<file path="config.mk">
export PLATFORM = sky130hd
export DESIGN_NAME = cmd_parser
export DESIGN_NICKNAME = d
export VERILOG_FILES = /design/src/rtl/cmd_parser.sv
export SDC_FILE = /design/constraint.sdc
export NUM_CORES = 1
export LEC_CHECK = 0
export CAP_MARGIN = 40
export CORE_MARGIN = 4
export CORE_UTILIZATION = 54
export CTS_CLUSTER_DIAMETER = 60
export DETAILED_ROUTE_END_ITERATION = 8
export GPL_TIMING_DRIVEN = 0
export PLACE_DENSITY = 0.79
export REMOVE_ABC_BUFFERS = 1
export SLEW_MARGIN = 20
export SYNTH_ARGS = -nofsm -noshare
export SYNTH_HDL_FRONTEND = slang
export SYNTH_SLANG_ARGS = --single-unit
export TNS_END_PERCENT = 1
</file>
<file path="constraint.sdc">
create_clock -name clk -period 3.2 [get_ports clk]
set_input_delay 0.64 -clock clk [delete_from_list [all_inputs] [get_ports clk]]
set_output_delay 0.64 -clock clk [all_outputs]
set_load 0.005 [all_outputs]
</file>
<file path="src/rtl/cmd_parser.sv">
// Framed byte-stream command parser: assembles opcode, data type and two 16-bit operands,
// validates reserved bits and XOR checksum, and strobes parser_done toward the ALU.
module cmd_parser #(
  parameter int unsigned TIMEOUT   = 256,
  parameter int unsigned CNT_W     = 16,
  parameter logic [7:0]  SYNC_BYTE = 8'hA5
) (
  input  logic             clk,
  input  logic             rst,
  input  logic [7:0]       in_data,
  input  logic             in_valid,
  output logic             in_ready,
  output logic [3:0]       dtype,
  output logic [4:0]       operator,
  output logic [15:0]      src1,
  output logic [15:0]      src2,
  output logic             parser_done,
  output logic             frame_err,
  output logic             timeout_err,
  output logic [CNT_W-1:0] frame_cnt
);

  localparam int unsigned TW = (TIMEOUT > 0) ? $clog2(TIMEOUT + 1) : 1;
  localparam logic [TW-1:0] TMO_MAX = TW'(TIMEOUT);

  typedef enum logic [3:0] {
    StIdle, StOp, StDtype, StS1h, StS1l, StS2h, StS2l, StCsum, StDone
  } state_e;

  state_e           r_state;
  logic [4:0]       r_op_sh;
  logic [3:0]       r_dt_sh;
  logic [15:0]      r_s1_sh;
  logic [15:0]      r_s2_sh;
  logic [7:0]       r_csum;
  logic             r_rsv;
  logic [TW-1:0]    r_tmo;
  logic             r_ready;
  logic             r_done;
  logic             r_ferr;
  logic             r_terr;
  logic [3:0]       r_dtype;
  logic [4:0]       r_operator;
  logic [15:0]      r_src1;
  logic [15:0]      r_src2;
  logic [CNT_W-1:0] r_cnt;

  logic       w_xfer;
  logic       w_in_frame;
  logic       w_tmo_hit;
  logic [7:0] w_csum_nxt;

  assign w_xfer     = in_valid & r_ready;
  assign w_in_frame = (r_state != StIdle) && (r_state != StDone);
  // A transfer in the same cycle as the timeout is deliberately dropped.
  assign w_tmo_hit  = (TIMEOUT != 0) && w_in_frame && (r_tmo == TMO_MAX);
  assign w_csum_nxt = r_csum ^ in_data;

  always_ff @(posedge clk) begin
    if (rst) begin
      r_state    <= StIdle;
      r_op_sh    <= '0;
      r_dt_sh    <= '0;
      r_s1_sh    <= '0;
      r_s2_sh    <= '0;
      r_csum     <= '0;
      r_rsv      <= 1'b0;
      r_tmo      <= '0;
      r_ready    <= 1'b1;
      r_done     <= 1'b0;
      r_ferr     <= 1'b0;
      r_terr     <= 1'b0;
      r_dtype    <= '0;
      r_operator <= '0;
      r_src1     <= '0;
      r_src2     <= '0;
      r_cnt      <= '0;
    end else begin
      r_done <= 1'b0;
      r_ferr <= 1'b0;
      r_terr <= 1'b0;
      if (w_tmo_hit) begin
        r_terr  <= 1'b1;
        r_state <= StIdle;
        r_tmo   <= '0;
      end else begin
        if (w_in_frame) begin
          r_tmo <= w_xfer ? '0 : ((TIMEOUT != 0) ? r_tmo + 1'b1 : r_tmo);
        end
        case (r_state)
          StIdle: begin
            if (w_xfer && (in_data == SYNC_BYTE)) begin
              r_state <= StOp;
              r_csum  <= '0;
              r_rsv   <= 1'b0;
              r_tmo   <= '0;
            end
          end
          StOp: begin
            if (w_xfer) begin
              r_op_sh <= in_data[4:0];
              r_rsv   <= r_rsv | (|in_data[7:5]);
              r_csum  <= w_csum_nxt;
              r_state <= StDtype;
            end
          end
          StDtype: begin
            if (w_xfer) begin
              r_dt_sh <= in_data[3:0];
              r_rsv   <= r_rsv | (|in_data[7:4]);
              r_csum  <= w_csum_nxt;
              r_state <= StS1h;
            end
          end
          StS1h: begin
            if (w_xfer) begin
              r_s1_sh[15:8] <= in_data;
              r_csum        <= w_csum_nxt;
              r_state       <= StS1l;
            end
          end
          StS1l: begin
            if (w_xfer) begin
              r_s1_sh[7:0] <= in_data;
              r_csum       <= w_csum_nxt;
              r_state      <= StS2h;
            end
          end
          StS2h: begin
            if (w_xfer) begin
              r_s2_sh[15:8] <= in_data;
              r_csum        <= w_csum_nxt;
              r_state       <= StS2l;
            end
          end
          StS2l: begin
            if (w_xfer) begin
              r_s2_sh[7:0] <= in_data;
              r_csum       <= w_csum_nxt;
              r_state      <= StCsum;
            end
          end
          StCsum: begin
            if (w_xfer) begin
              if ((in_data == r_csum) && !r_rsv) begin
                r_state    <= StDone;
                r_ready    <= 1'b0;
                r_done     <= 1'b1;
                r_dtype    <= r_dt_sh;
                r_operator <= r_op_sh;
                r_src1     <= r_s1_sh;
                r_src2     <= r_s2_sh;
                r_cnt      <= r_cnt + 1'b1;
              end else begin
                r_ferr  <= 1'b1;
                r_state <= StIdle;
              end
            end
          end
          StDone: begin
            r_state <= StIdle;
            r_ready <= 1'b1;
          end
          default: begin
            r_state <= StIdle;
            r_ready <= 1'b1;
          end
        endcase
      end
    end
  end

  assign in_ready    = r_ready;
  assign dtype       = r_dtype;
  assign operator    = r_operator;
  assign src1        = r_src1;
  assign src2        = r_src2;
  assign parser_done = r_done;
  assign frame_err   = r_ferr;
  assign timeout_err = r_terr;
  assign frame_cnt   = r_cnt;

endmodule
</file>
==> results of run 1 <==
## worst max-delay path by stage
stage | start | end | slack (ns) | depth (start not counted)
after global routing | r_tmo[0] | src1[9] | 0.23 | 9
after CTS | in_data[6] | frame_cnt[7] | 0.02 | 6
after global placement | rst | r_csum[7] | -1.59 | 3
after floorplan | in_data[6] | frame_cnt[6] | 0.60 | 5
after detailed placement | in_data[6] | frame_cnt[4] | -0.46 | 6
final | in_data[6] | src1[3] | 0.47 | 8
## power groups by stage
stage | sequential [uW] | clock (uW) | combinational [uW]
after floorplan | 1580 | 0 | 31.1
after global placement | 1580 | 0 | 86.6
after detailed placement | 1580 | 0 | 91.1
after CTS | 1550 | 1840 | 91.9
after global routing | 1550 | 1920 | 101
final | 1550 | 1830 | 92.8
## state kept, by name (all words and copies together) (netlist names), 4 cells and up
signal / flops
frame_cnt: 16
r_s1_sh: 16
r_s2_sh: 16
src1: 16
src2: 16
r_tmo: 9
r_csum: 8
operator: 5
r_op_sh: 5
dtype: 4
r_dt_sh: 4
r_state: 4
## through the flow
step | worst slack, ns | power (uW) | TNS, ns
6_report | 0.468 | 3470 | 0
5_1_grt | 0.225 | 3570 | 0
4_1_cts | 0.0186 | 3480 | 0
3_5_place_dp | -0.465 | 1670 | -5.54
3_3_place_gp | -1.59 | 1670 | -132.09
2_1_floorplan | 0.604 | 1610 | 0
## routing by layer
metal / wire length (um) / share of wire / global-route usage
met1: 5380 / 0.44 / 0.284
met2: 5950 / 0.49 / 0.377
met3: 705 / 0.058 / 0.0594
met4: 137 / 0.011 / 0.0562
met5: 0 / 0 / 0
## worst min-delay path: stages, from the launching register on
cell	delay [ns]
dfxtp_1	0.31
nand2_1	0.05
a21oi_1	0.05
## cell type report
cell class	count	area, um^2	share of cell area
clock buffer	17	414	0.0638
clock inverter	15	153	0.0235
inverter	5	18.8	0.00289
multi-input combinational	422	2440	0.376
sequential	124	2480	0.382
tap	129	161	0.0249
timing repair buffer	78	820	0.126
## placed cells by master, fill, tap and decap left out, types with 6 or more instances in the layout
| cell | n |
|---|---|
| a21oi_1 | 66 |
| and3_1 | 7 |
| clkbuf_16 | 16 |
| clkdlybuf4s50_1 | 70 |
| dfxtp_1 | 124 |
| mux2i_1 | 41 |
| nand2_1 | 98 |
| nand2b_1 | 9 |
| nand3_1 | 12 |
| nand4_1 | 6 |
| nor2_1 | 71 |
| nor3_1 | 6 |
| nor4_1 | 14 |
| o22ai_1 | 8 |
| o31ai_1 | 9 |
| or4_1 | 10 |
| xor2_1 | 16 |
## cells by family (layout without fill, tap and decap cells)
kind of cell    after synthesis  after routing  synth area share
compound gates               97             97             0.110
xor+xnor                     19             19            0.0325
fa+ha+maj                     3              3           0.00732
buf+inv                      50            115            0.0396
flops                       124            124             0.484
mux                          42             42            0.0823
simple gates                261            261             0.244
==> impl_metrics.toml, run 1 <==
[clock_network]
cts_max_level = 4
cts_sinks = 124
cts_hold_buffers = 0
cts_setup_buffers = 0
cts_tree = "done"
cts_made_buffers = 17
cts.root.buffer_cell = "clkbuf_8"
clock_path_buffers = 2
ctsResizeCount = 0
path_clk_slew_ns = 0.07
clkLatencyLatePin_ns = 0.52

[yosys]
synth_edf_count = 0
synth_seq_cells = 124
ys_top_cells_by_area = "dfxtp_1 48%, mux2i_1 8.0%, nand2_1 7.2%"
syn-instance-count = 596
yosys-top-cells-count = "124 x dfxtp_1, 98 x nand2_1, 71 x nor2_1"
yosysTopAreaCell = "dfxtp_1"
yosysWarnings = 0
seq_area_frac_synth = 0.484
synthFlopType = "dfxtp_1"
synth_area_mm2 = 0.00512
synthArstFlopShare = 0
synth_area_per_cell_um2 = 8.60
synth_top_area_frac = 0.484
yosysUniqueCellTypes = 46
synth.most_common_cell = "dfxtp_1"

[detailed_routing]
viasPerCell = 5.58
drc = 0
drt-initial-drc-count = 324
vias = 4406
wirelength_um = 12200
drtAntennaViolNets = 0
drt-pass1-iter-count = 5
wl_per_cell_um = 15.4

[floorplan]
ioPinCount = 72
die-area_mm2 = 0.0111
row_count = 35
core_mm2 = 0.00924
die_w_um = 105
initial_core_util = 0.555
die_h_um = 105

[worst_setup_path]
crit_top_cell = "buf_6"
path_class = "input pin to register"
worstPathArrival_ns = 3.12
reg2reg_to = "src1[3]"
cpPeakStageDelay_ns = 0.66
r2r_cells = 9
r2r_start = "r_tmo[0]"
path_cells = "clkdlybuf4s50_1, xor2_1, nor4_2, nand4_1, buf_6, buf_6, nand2_1, a21oi_1"
critPathSlowestCell = "clkdlybuf4s50_1"
worst-path-buf-inv = 3
rrSetupSlack_ns = 0.48
crit_path_start_kind = "input pin"
cp_data_required_time_ns = 3.59
endpoint_kind = "register"
cp_max_fo = 11
crit_family = "buffers and inverters"

[placed_design]
dpl.hpwl_um = 7760
place_inst = 757
portBuffers = 71
gp_congestion = 0.826
postPlaceCellArea_mm2 = 0.00591

[layout]
stdcell_area_mm2 = 0.00649
postLayoutCoreUtil = 0.702
nNetsFinal = 662
layoutNonFillerInstCount = 790
syn_to_final_growth_pct = 26.6
n_fill_cell = 708
drive_gt1_frac = 0.0681
diodes = 0

[timing]
min_period_ns = 2.73
hold_viol = 0
max_freq_ghz = 0.366
finClkSkew_ns = 0.0113
final-max-slew-violation-count = 0
timing.hold.ws_ns = 0.452
relSlewSlack = 0.451
rsz0062_at_grt = "false"
period_share = 0.854
final-setup-viol-count = 0
worst_slew_pin_slew_ns = 0.821

[worst_hold_path]
holdPathStages = 2
hp-start = "src2[6]"
min_path_type = "register to register"
whs_endpoint = "src2[6]"

[pwr]
p_seq_frac = 0.447
power_density_mw_per_mm2 = 535
swShare = 0.241
p_comb_frac = 0.027
irDropWorstVdd_mv = 0.357
power.share.clock = 0.527
power.leakage_uw = 0.00241
p_switching_uw = 835
power.internal_uw = 2630

[grt]
grt_pass1_vias = 4219
grt_pass1_wl_um = 20300
grt_overflow = 0
grt_usage = 0.223
grt_max_degree = 82
antenna_found_initial = 0

[run_status]
status = "finished clean"

[job]
max_cap_viol_count = 0
No activity file was read; power rests on OpenSTA's default activity.
==> run 2, diff against run 1 <==
--- a/config.mk
+++ b/config.mk
@@ -5,6 +5,7 @@
 export SDC_FILE = /design/constraint.sdc
 export NUM_CORES = 1
 export LEC_CHECK = 0
+export ABC_CLOCK_PERIOD_IN_PS = 3200
 export CAP_MARGIN = 40
 export CORE_MARGIN = 4
 export CORE_UTILIZATION = 54
@@ -12,7 +13,6 @@
 export DETAILED_ROUTE_END_ITERATION = 8
 export GPL_TIMING_DRIVEN = 0
 export PLACE_DENSITY = 0.79
-export REMOVE_ABC_BUFFERS = 1
 export SLEW_MARGIN = 20
 export SYNTH_ARGS = -nofsm -noshare
 export SYNTH_HDL_FRONTEND = slang
==> run 2 against run 1 <==
Utilization is essentially flat. Routed wire length grew 9.8%. Clock power grew 2%. Combinational power grew 2%. Register-to-register slack lost 0.29 ns. Power grew 1.2%. Sequential share of layout area is essentially flat. Via count grew 3.8%. Global-route usage grew 2.4 points.
==> impl_metrics.toml, run 2 (synthesis results as in run 1) <==
[run_status]
status = "finished clean"

[worst_setup_path]
cpPeakStageDelay_ns = 0.72
rrSetupSlack_ns = 0.19
crit_path_start_kind = "register"
path_cells = "inv_1, ha_1, nor4bb_1, nand3_1, and4_1, buf_2, buf_1, nand2_1, a21oi_1"
cp_max_fo = 10
cp_data_required_time_ns = 3.58
r2r_cells = 9
path_class = "register to register"
endpoint_kind = "register"
worstPathArrival_ns = 3.39
reg2reg_to = "src2[3]"
r2r_start = "r_tmo[0]"
critPathSlowestCell = "nor4bb_1"

[worst_hold_path]
min_path_type = "register to register"
whs_endpoint = "src1[1]"
holdPathStages = 2
hp-start = "src1[1]"

[clock_network]
cts_made_buffers = 17
cts_max_level = 4
clock_path_buffers = 2
clkLatencyLatePin_ns = 0.52
cts.root.buffer_cell = "clkbuf_8"
ctsResizeCount = 0
cts_tree = "done"
cts_hold_buffers = 0
cts_sinks = 124
cts_setup_buffers = 0
path_clk_slew_ns = 0.06

[layout]
syn_to_final_growth_pct = 26.7
drive_gt1_frac = 0.0608
layout_common_cells = "124 x dfxtp_1, 98 x nand2_1, 71 x nor2_1"
nNetsFinal = 692
stdcell_area_mm2 = 0.00649
seqCellArea_mm2 = 0.00248
multi_input_area_mm2 = 0.00244
n_fill_cell = 716
layout_commonest_cell = "dfxtp_1"
diodes = 0

[job]
max_cap_viol_count = 0

[detailed_routing]
drt-initial-drc-count = 259
wirelength_um = 13400
vias = 4572
wl_per_cell_um = 16.3
viasPerCell = 5.58
drt-pass1-iter-count = 6
drc = 0
drtAntennaViolNets = 0

[grt]
antenna_found_initial = 0
grt_max_degree = 17
grt_pass1_vias = 4510
grt_overflow = 0
grt_usage = 0.247
grt_pass1_wl_um = 22200

[timing]
finClkSkew_ns = 0.00944
rsz0062_at_grt = "false"
final-max-slew-violation-count = 0
tns_ns = 0
min_period_ns = 3.01
hold_viol = 0
fin_ws_ns = 0.188
worst_slew_pin_slew_ns = 0.819
max_freq_ghz = 0.332
period_share = 0.941
timing.hold.ws_ns = 0.448
relSlewSlack = 0.446
final-setup-viol-count = 0

[yosys]
synthesis.nets = 610

[placed_design]
gp_congestion = 0.862
portBuffers = 63
postPlaceCellArea_mm2 = 0.00592
dpl.hpwl_um = 9100
pre_cts_ws_ns = -0.0674

[floorplan]
die_w_um = 105
core_mm2 = 0.00924
initial_core_util = 0.555
die-area_mm2 = 0.0111
ioPinCount = 72
row_count = 35
die_h_um = 105

[pwr]
irDropWorstVdd_mv = 0.422
power_density_mw_per_mm2 = 541
power.leakage_uw = 0.00241
==> run 2: changes by cell type in the layout (fill, tap and decap cells not counted), moves of 2 or more <==
cell             before  now
buf_1                 0    6
buf_16                2    0
buf_2                 0    6
buf_4                 2    0
buf_6                 3    1
clkbuf_1              0   33
clkdlybuf4s50_1      70   63
inv_8                 3    0
==> run 2: through the flow <==
stage	utilization	cells	total power [uW]
after detailed placement	0.640	788	1670
after global placement	0.640	788	1670
final	0.703	820	3510
after floorplan	-	596	1640
after CTS	0.703	820	3530
after global routing	0.703	820	3610
==> run 2: worst max path at each step <==
stage                    start             to  slack, ns  depth (start not counted)
detailed placement  in_data[1]  frame_cnt[15]      -0.07                          7
global route          r_tmo[0]       dtype[1]       0.01                          8
floorplan           in_data[6]  frame_cnt[15]       0.74                          7
finish                r_tmo[0]        src2[3]       0.19                          9
global placement    in_data[1]  frame_cnt[15]       0.06                          7
CTS                   r_tmo[0]    operator[4]       0.30                          8
==> run 2: layout make-up <==
type	count	share of cell area
inverters	5	0.00289
multi-input cells	422	0.376
flip-flops and latches	124	0.382
clock buffers	18	0.0644
clock inverters	14	0.0243
plain buffers	45	0.0283
well taps	129	0.0249
repair buffers	63	0.0971
==> run 2: power by group <==
group | internal, uW | switching [uW] | total [uW]
clock network | 1120 | 745 | 1870
logic | 25.3 | 68.9 | 94.2
registers | 1550 | 2.26 | 1550
==> run 2: worst max-delay path: cells and delay by family (launching register included) <==
family                   cells  cell delay [ns]
AO/OA/AOI/OAI                1             0.08
buffers and inverters        3             0.56
adder cells (fa/ha/maj)      1             0.15
flip-flops                   1             0.38
AND/OR/NAND/NOR              4             1.71
==> run 2: metal layers <==
metal,up-vias,track usage,part of all wire
met1,2182,0.307,0.44
met2,146,0.414,0.50
met3,20,0.0582,0.052
met4,0,0.0965,0.016
met5,-,0,0
li1,2224,-,-
==> run 3, diff against run 2 <==
--- a/config.mk
+++ b/config.mk
@@ -5,7 +5,7 @@
 export SDC_FILE = /design/constraint.sdc
 export NUM_CORES = 1
 export LEC_CHECK = 0
-export ABC_CLOCK_PERIOD_IN_PS = 3200
+export ABC_CLOCK_PERIOD_IN_PS = 3400
 export CAP_MARGIN = 40
 export CORE_MARGIN = 4
 export CORE_UTILIZATION = 54
==> constraint.sdc (replaced) <==
create_clock -name clk -period 3.4 [get_ports clk]
set_input_delay 0.68 -clock clk [delete_from_list [all_inputs] [get_ports clk]]
set_output_delay 0.68 -clock clk [all_outputs]
set_load 0.005 [all_outputs]
==> results of run 3 <==
Same layout as run 2 (identical final DEF). Status: finished clean.
Main changes from that run: setup slack after placement -0.0674 ns -> 0.0926 ns; setup slack after layout 0.188 ns -> 0.388 ns; register-to-register setup slack 0.19 ns -> 0.39 ns; total power 3510 uW -> 3300 uW; worst IR drop on VDD 0.422 mV -> 0.397 mV
